$ cat src/rtl/multicycle_ctrl_fsm_if.sv
// Control-port bundle between the multicycle datapath sequencer and its environment.
// The master drives instruction class, function bits and memory readiness; the slave drives control outputs.
interface multicycle_ctrl_fsm_if #(
    parameter int CNT_W = 32
);
    logic [1:0]       Op;
    logic [5:0]       Funct;
    logic             MemReady;

    logic             IRWrite;
    logic             NextPC;
    logic             RegW;
    logic             MemW;
    logic             Branch;
    logic             AdrSrc;
    logic             ALUSrcA;
    logic             ALUOp;
    logic [1:0]       ALUSrcB;
    logic [1:0]       ResultSrc;
    logic [3:0]       State;
    logic             IllegalOp;
    logic [CNT_W-1:0] RetireCnt;

    modport master (
        output Op, Funct, MemReady,
        input  IRWrite, NextPC, RegW, MemW, Branch,
        input  AdrSrc, ALUSrcA, ALUOp, ALUSrcB, ResultSrc,
        input  State, IllegalOp, RetireCnt
    );

    modport slave (
        input  Op, Funct, MemReady,
        output IRWrite, NextPC, RegW, MemW, Branch,
        output AdrSrc, ALUSrcA, ALUOp, ALUSrcB, ResultSrc,
        output State, IllegalOp, RetireCnt
    );
endinterface

$ cat src/rtl/multicycle_ctrl_fsm.sv
// Multicycle processor control sequencer with registered Moore control outputs
// and a retired-instruction counter.
//
// state    | meaning
// FETCH    | read instruction, wait for memory, bump PC on MemReady
// DECODE   | read register file, dispatch on Op (Op=11 retires as illegal)
// MEMADR   | compute memory address (base + imm)
// MEMREAD  | load access, hold until MemReady
// MEMWB    | write load data to register file
// MEMWRITE | store access, MemW held until MemReady
// EXECR    | ALU op, register operand
// EXECI    | ALU op, immediate operand
// ALUWB    | write ALU result to register file
// BRANCH   | compute branch target, assert Branch
module multicycle_ctrl_fsm #(
    parameter int CNT_W = 32
) (
    input  logic                   CLK,
    input  logic                   RESET,
    multicycle_ctrl_fsm_if.slave   bus
);

    typedef enum logic [3:0] {
        FETCH    = 4'd0,
        DECODE   = 4'd1,
        MEMADR   = 4'd2,
        MEMREAD  = 4'd3,
        MEMWB    = 4'd4,
        MEMWRITE = 4'd5,
        EXECR    = 4'd6,
        EXECI    = 4'd7,
        ALUWB    = 4'd8,
        BRANCH   = 4'd9
    } state_t;

    typedef struct packed {
        logic       fetch;
        logic       reg_w;
        logic       mem_w;
        logic       branch;
        logic       adr_src;
        logic       alu_src_a;
        logic       alu_op;
        logic [1:0] alu_src_b;
        logic [1:0] result_src;
    } ctrl_t;

    state_t           state;
    state_t           state_nxt;
    ctrl_t            ctrl_q;
    logic             retire;
    logic [CNT_W-1:0] retire_cnt;
    logic             unused_funct;

    function automatic ctrl_t decode_ctrl(input state_t s);
        ctrl_t c;
        c = '0;
        case (s)
            FETCH: begin
                c.fetch      = 1'b1;
                c.alu_src_a  = 1'b1;
                c.alu_src_b  = 2'b10;
                c.result_src = 2'b10;
            end
            DECODE: begin
                c.alu_src_a  = 1'b1;
                c.alu_src_b  = 2'b10;
                c.result_src = 2'b10;
            end
            MEMADR: begin
                c.alu_src_b  = 2'b01;
            end
            MEMREAD: begin
                c.adr_src    = 1'b1;
            end
            MEMWB: begin
                c.result_src = 2'b01;
                c.reg_w      = 1'b1;
            end
            MEMWRITE: begin
                c.adr_src    = 1'b1;
                c.mem_w      = 1'b1;
            end
            EXECR: begin
                c.alu_op     = 1'b1;
            end
            EXECI: begin
                c.alu_src_b  = 2'b01;
                c.alu_op     = 1'b1;
            end
            ALUWB: begin
                c.reg_w      = 1'b1;
            end
            BRANCH: begin
                c.alu_src_b  = 2'b01;
                c.result_src = 2'b10;
                c.branch     = 1'b1;
            end
            default: c = '0;
        endcase
        return c;
    endfunction

    always_comb begin
        state_nxt = FETCH;
        case (state)
            FETCH:    state_nxt = bus.MemReady ? DECODE : FETCH;
            DECODE: begin
                case (bus.Op)
                    2'b00:   state_nxt = bus.Funct[5] ? EXECI : EXECR;
                    2'b01:   state_nxt = MEMADR;
                    2'b10:   state_nxt = BRANCH;
                    default: state_nxt = FETCH;
                endcase
            end
            MEMADR:   state_nxt = bus.Funct[0] ? MEMREAD : MEMWRITE;
            MEMREAD:  state_nxt = bus.MemReady ? MEMWB : MEMREAD;
            MEMWRITE: state_nxt = bus.MemReady ? FETCH : MEMWRITE;
            EXECR:    state_nxt = ALUWB;
            EXECI:    state_nxt = ALUWB;
            default:  state_nxt = FETCH;
        endcase
    end

    // An instruction retires on the edge that leaves its last state.
    always_comb begin
        retire = 1'b0;
        case (state)
            MEMWB, ALUWB, BRANCH: retire = 1'b1;
            MEMWRITE:             retire = bus.MemReady;
            DECODE:               retire = (bus.Op == 2'b11);
            default:              retire = 1'b0;
        endcase
    end

    always_ff @(posedge CLK or posedge RESET) begin
        if (RESET) begin
            state      <= FETCH;
            ctrl_q     <= decode_ctrl(FETCH);
            retire_cnt <= '0;
        end else begin
            state      <= state_nxt;
            ctrl_q     <= decode_ctrl(state_nxt);
            retire_cnt <= retire_cnt + CNT_W'(retire);
        end
    end

    // IRWrite/NextPC follow MemReady within FETCH and are forced low while reset is held.
    assign bus.IRWrite   = ctrl_q.fetch & bus.MemReady & ~RESET;
    assign bus.NextPC    = ctrl_q.fetch & bus.MemReady & ~RESET;
    assign bus.RegW      = ctrl_q.reg_w;
    assign bus.MemW      = ctrl_q.mem_w;
    assign bus.Branch    = ctrl_q.branch;
    assign bus.AdrSrc    = ctrl_q.adr_src;
    assign bus.ALUSrcA   = ctrl_q.alu_src_a;
    assign bus.ALUOp     = ctrl_q.alu_op;
    assign bus.ALUSrcB   = ctrl_q.alu_src_b;
    assign bus.ResultSrc = ctrl_q.result_src;
    assign bus.State     = state;
    assign bus.IllegalOp = (state == DECODE) && (bus.Op == 2'b11);
    assign bus.RetireCnt = retire_cnt;

    assign unused_funct  = ^bus.Funct[4:1];

endmodule

$ cat src/flat_wrapper.sv
// flat-port wrapper written by rule: the top's interface ports become plain ports
module multicycle_ctrl_fsm_flat 
#(
    parameter int CNT_W = 32
)
  (CLK, RESET, bus_Op, bus_Funct, bus_MemReady, bus_IRWrite, bus_NextPC, bus_RegW, bus_MemW, bus_Branch, bus_AdrSrc, bus_ALUSrcA, bus_ALUOp, bus_ALUSrcB, bus_ResultSrc, bus_State, bus_IllegalOp, bus_RetireCnt);
  multicycle_ctrl_fsm_if #(.CNT_W(CNT_W)) bus_i ();
  input  logic CLK;
  input  logic RESET;
  input wire logic [$bits(bus_i.Op)-1:0] bus_Op;
  input wire logic [$bits(bus_i.Funct)-1:0] bus_Funct;
  input wire logic [$bits(bus_i.MemReady)-1:0] bus_MemReady;
  output wire logic [$bits(bus_i.IRWrite)-1:0] bus_IRWrite;
  output wire logic [$bits(bus_i.NextPC)-1:0] bus_NextPC;
  output wire logic [$bits(bus_i.RegW)-1:0] bus_RegW;
  output wire logic [$bits(bus_i.MemW)-1:0] bus_MemW;
  output wire logic [$bits(bus_i.Branch)-1:0] bus_Branch;
  output wire logic [$bits(bus_i.AdrSrc)-1:0] bus_AdrSrc;
  output wire logic [$bits(bus_i.ALUSrcA)-1:0] bus_ALUSrcA;
  output wire logic [$bits(bus_i.ALUOp)-1:0] bus_ALUOp;
  output wire logic [$bits(bus_i.ALUSrcB)-1:0] bus_ALUSrcB;
  output wire logic [$bits(bus_i.ResultSrc)-1:0] bus_ResultSrc;
  output wire logic [$bits(bus_i.State)-1:0] bus_State;
  output wire logic [$bits(bus_i.IllegalOp)-1:0] bus_IllegalOp;
  output wire logic [$bits(bus_i.RetireCnt)-1:0] bus_RetireCnt;
  assign bus_i.Op = bus_Op;
  assign bus_i.Funct = bus_Funct;
  assign bus_i.MemReady = bus_MemReady;
  assign bus_IRWrite = bus_i.IRWrite;
  assign bus_NextPC = bus_i.NextPC;
  assign bus_RegW = bus_i.RegW;
  assign bus_MemW = bus_i.MemW;
  assign bus_Branch = bus_i.Branch;
  assign bus_AdrSrc = bus_i.AdrSrc;
  assign bus_ALUSrcA = bus_i.ALUSrcA;
  assign bus_ALUOp = bus_i.ALUOp;
  assign bus_ALUSrcB = bus_i.ALUSrcB;
  assign bus_ResultSrc = bus_i.ResultSrc;
  assign bus_State = bus_i.State;
  assign bus_IllegalOp = bus_i.IllegalOp;
  assign bus_RetireCnt = bus_i.RetireCnt;
  multicycle_ctrl_fsm #(.CNT_W(CNT_W)) u_core (.CLK(CLK), .RESET(RESET), .bus(bus_i));
endmodule
$ cat config.mk
export PLATFORM = sky130hd
export DESIGN_NAME = multicycle_ctrl_fsm_flat
export DESIGN_NICKNAME = d
export VERILOG_FILES = /design/src/rtl/multicycle_ctrl_fsm_if.sv /design/src/rtl/multicycle_ctrl_fsm.sv /design/src/flat_wrapper.sv
export SDC_FILE = /design/constraint.sdc
export NUM_CORES = 1
export LEC_CHECK = 0
export CORE_ASPECT_RATIO = 1.4
export CORE_UTILIZATION = 51
export DETAILED_ROUTE_END_ITERATION = 10
export HOLD_SLACK_MARGIN = 0.08
export PLACE_DENSITY = 0.95
export SETUP_SLACK_MARGIN = 0.4
export SYNTH_ARGS = -nofsm -noshare
export SYNTH_HDL_FRONTEND = slang
export SYNTH_SLANG_ARGS = --single-unit
$ cat constraint.sdc
create_clock -name CLK -period 6.1 [get_ports CLK]
set_input_delay 1.83 -clock CLK [delete_from_list [all_inputs] [get_ports CLK]]
set_output_delay 1.83 -clock CLK [all_outputs]
set_load 0.03 [all_outputs]
==> impl_metrics.toml <==
[cells_and_area]
fin_area_mm2 = 0.00275
n_antenna_cell = 0
nets = 247
drive_above_1_share_pct = 9.79
area_delta_synth_final_pct = 29.7

[logic_synthesis]
synth_async_sr_flop_share_pct = 100
synthFlopType = "dfrtp_1"
netlist_top_cells_area = "dfrtp_1 51%, xnor2_1 9.9%, dfstp_2 3.7%"
postSynthCellCount = 181
yosysWarnings = 0
avgSynthCellArea_um2 = 11.7
ys_seq_elements = 46
ys_types = 43
yosysTopAreaCell = "dfrtp_1"
syn_nets = 194
synth_area_mm2 = 0.00212
yosysMostFrequentCell = "dfrtp_1"
yosys-top-cells-count = "43 x dfrtp_1, 24 x xnor2_1, 12 x nand3_1"
synth_top_area_share_pct = 50.8
synth_edf_count = 0
yosysSeqAreaShare_pct = 54.5

[sta]
rsz0062_at_grt = "false"
worstMarginPinSlew_ns = 0.604
skew_ns = 0.00815
finalCriticalPeriod_ns = 5.21
report.final.slew_viol_count = 0
fmax_ghz = 0.192
fin_ws_ns = 0.888
max_slew_margin_pct = 59.4
final.period_utilization_pct = 85.4
finalSetupViolCount = 0
tns_ns = 0
hold_viol_final = 0

[clock_tree]
clk_pin_slew_ns = 0.08
htreeDepth = 2
clock-root-buffer = "clkbuf_8"
cts_sinks = 46
cts.repair.resized = 0
cts_tree = "built"
cts.path.max_buffers = 2
clkLatencyLatePin_ns = 0.30
cts_made_buffers = 5
ctsHoldBuffers = 0
cts_setup_buffers = 0

[die]
start_util_pct = 53.6
num_rows = 27
die_x_um = 56.5
io_pins = 60
die-area_mm2 = 0.00442
die_h_um = 78.3
coreArea_mm2 = 0.00395

[place]
gp_congestion = 0.759
hpwl_mm = 3.08
dp_worst_setup_slack_ns = 0.892
portBuffers = 55
placed_cell_area_mm2 = 0.00266

[detailed_routing]
wl_per_cell_um = 15.4
drt.antenna.violating_nets = 0
vias = 1508
drc = 0
drtIter0Drc = 34
routed_wl_mm = 4.29
viasPerCell = 5.42
drtPass1Iterations = 4

[power_and_ir_drop]
power_density_mw_per_mm2 = 361
p_sw_share_pct = 38.1
pwr-share-comb_pct = 38.6
p_int_mw = 0.615
seqPwrFrac_pct = 42.3
p_leak_nw = 1.18
peakVddDrop_uv = 354
p_clk_share_pct = 19.2
netSwitchingPower_mw = 0.378

[grt]
grt_usage_pct = 20.6
overflow = 0
grt_pass1_wl_mm = 6.98
grt_max_degree = 47
antenna_found_initial = 0
grt_pass1_vias = 1501

[status]
status = "finished clean"

[job]
maxCapViolations = 0

[setup_path]
critical_path_class = "in2out"
crit_fanout = 4
start_kind = "input port"
end_kind = "output port"
worstPathArrival_ns = 3.38
critPathRequiredTime_ns = 4.27

[hold_path]
hp-class = "reg2reg"
-- stage by stage --
| stage | util [%] | hold slack (ns) | cells | power, mW |
|---|---|---|---|---|
| after detailed placement | 67.3 | 0.473 | 270 | 0.809 |
| after global routing | 69.5 | 0.510 | 278 | 1.04 |
| after CTS | 69.5 | 0.484 | 278 | 1.00 |
| after floorplan | - | 0.654 | 181 | 0.682 |
| after global placement | 67.3 | 0.462 | 270 | 0.797 |
| final | 69.5 | 0.489 | 278 | 0.992 |
-- state kept, by name (all words and copies together) (netlist names) --
name	count
u_core.bus.AdrSrc	1
u_core.bus.Branch	1
u_core.bus.State	4
u_core.bus.ALUOp	1
u_core.bus.MemW	1
u_core.bus.ALUSrcB	1
u_core.ctrl_q	1
u_core.bus.ALUSrcA	1
u_core.bus.RegW	1
u_core.bus.ResultSrc	2
u_core.bus.RetireCnt	32
-- layer usage --
metal	global-route usage [%]	part of all wire, %	wire length (um)
met5	0	0	0
met4	9.51	2.3	99
met3	4.12	3.8	162
met2	37.2	54	2300
met1	22.8	40	1730
-- path summary, 6_finish.rpt --
kind                       slack, ns                     start  cells past startpoint                       end
max                             0.89                 bus_Op[0]                      4             bus_IllegalOp
min                             0.49  u_core.bus.RetireCnt[31]                      1  u_core.bus.RetireCnt[31]
max reg2reg                     3.27       u_core.bus.State[3]                      9  u_core.bus.RetireCnt[22]
min reg2reg                     0.49  u_core.bus.RetireCnt[31]                      1  u_core.bus.RetireCnt[31]
max in group asynchronous       3.68                     RESET                      3  u_core.bus.RetireCnt[21]
min in group asynchronous       2.02                     RESET                      3   u_core.bus.ResultSrc[0]
-- cell families after synthesis --
group / count (synthesis) / synth area share, %
and+or+nand+nor: 73 / 22.3
DFF: 46 / 54.5
xor gates and xnor gates: 30 / 12.4
buffers and inverters: 16 / 4.49
AOI/OAI and AO/OA: 14 / 5.14
adders and majority gates: 2 / 1.18
-- cell usage in the layout (no fill, tap or decap), types with 4 or more instances in the layout --
cell,count
nand4_1,8
clkdlybuf4s50_1,55
nor3_1,4
inv_1,5
xnor2_1,24
nand2_1,9
nor2_1,9
clkbuf_8,6
dfrtp_1,43
xor2_1,6
and3_1,7
nand3_1,12
-- layout make-up --
class	instances	area [um2]
fillers	297	1200
flip-flops and latches	46	1150
multi-input cells	119	870
repair buffers	56	558
clock buffers	8	90.1
well taps	43	53.8
inverters	6	22.5
-- worst max-delay path, stage by stage --
cell             delay, ns
clkdlybuf4s50_1       0.52
nand2_1               0.08
nor3_1                0.23
clkdlybuf4s50_1       0.73
-- power by group through the flow --
stage / Clock [mW] / Sequential (mW) / Combinational (mW)
after floorplan: 0 / 0.489 / 0.193
after global placement: 0 / 0.424 / 0.373
after detailed placement: 0 / 0.425 / 0.384
after CTS: 0.194 / 0.420 / 0.386
after global routing: 0.207 / 0.427 / 0.406
final: 0.190 / 0.419 / 0.383
Power figures use the tool's default switching activity.
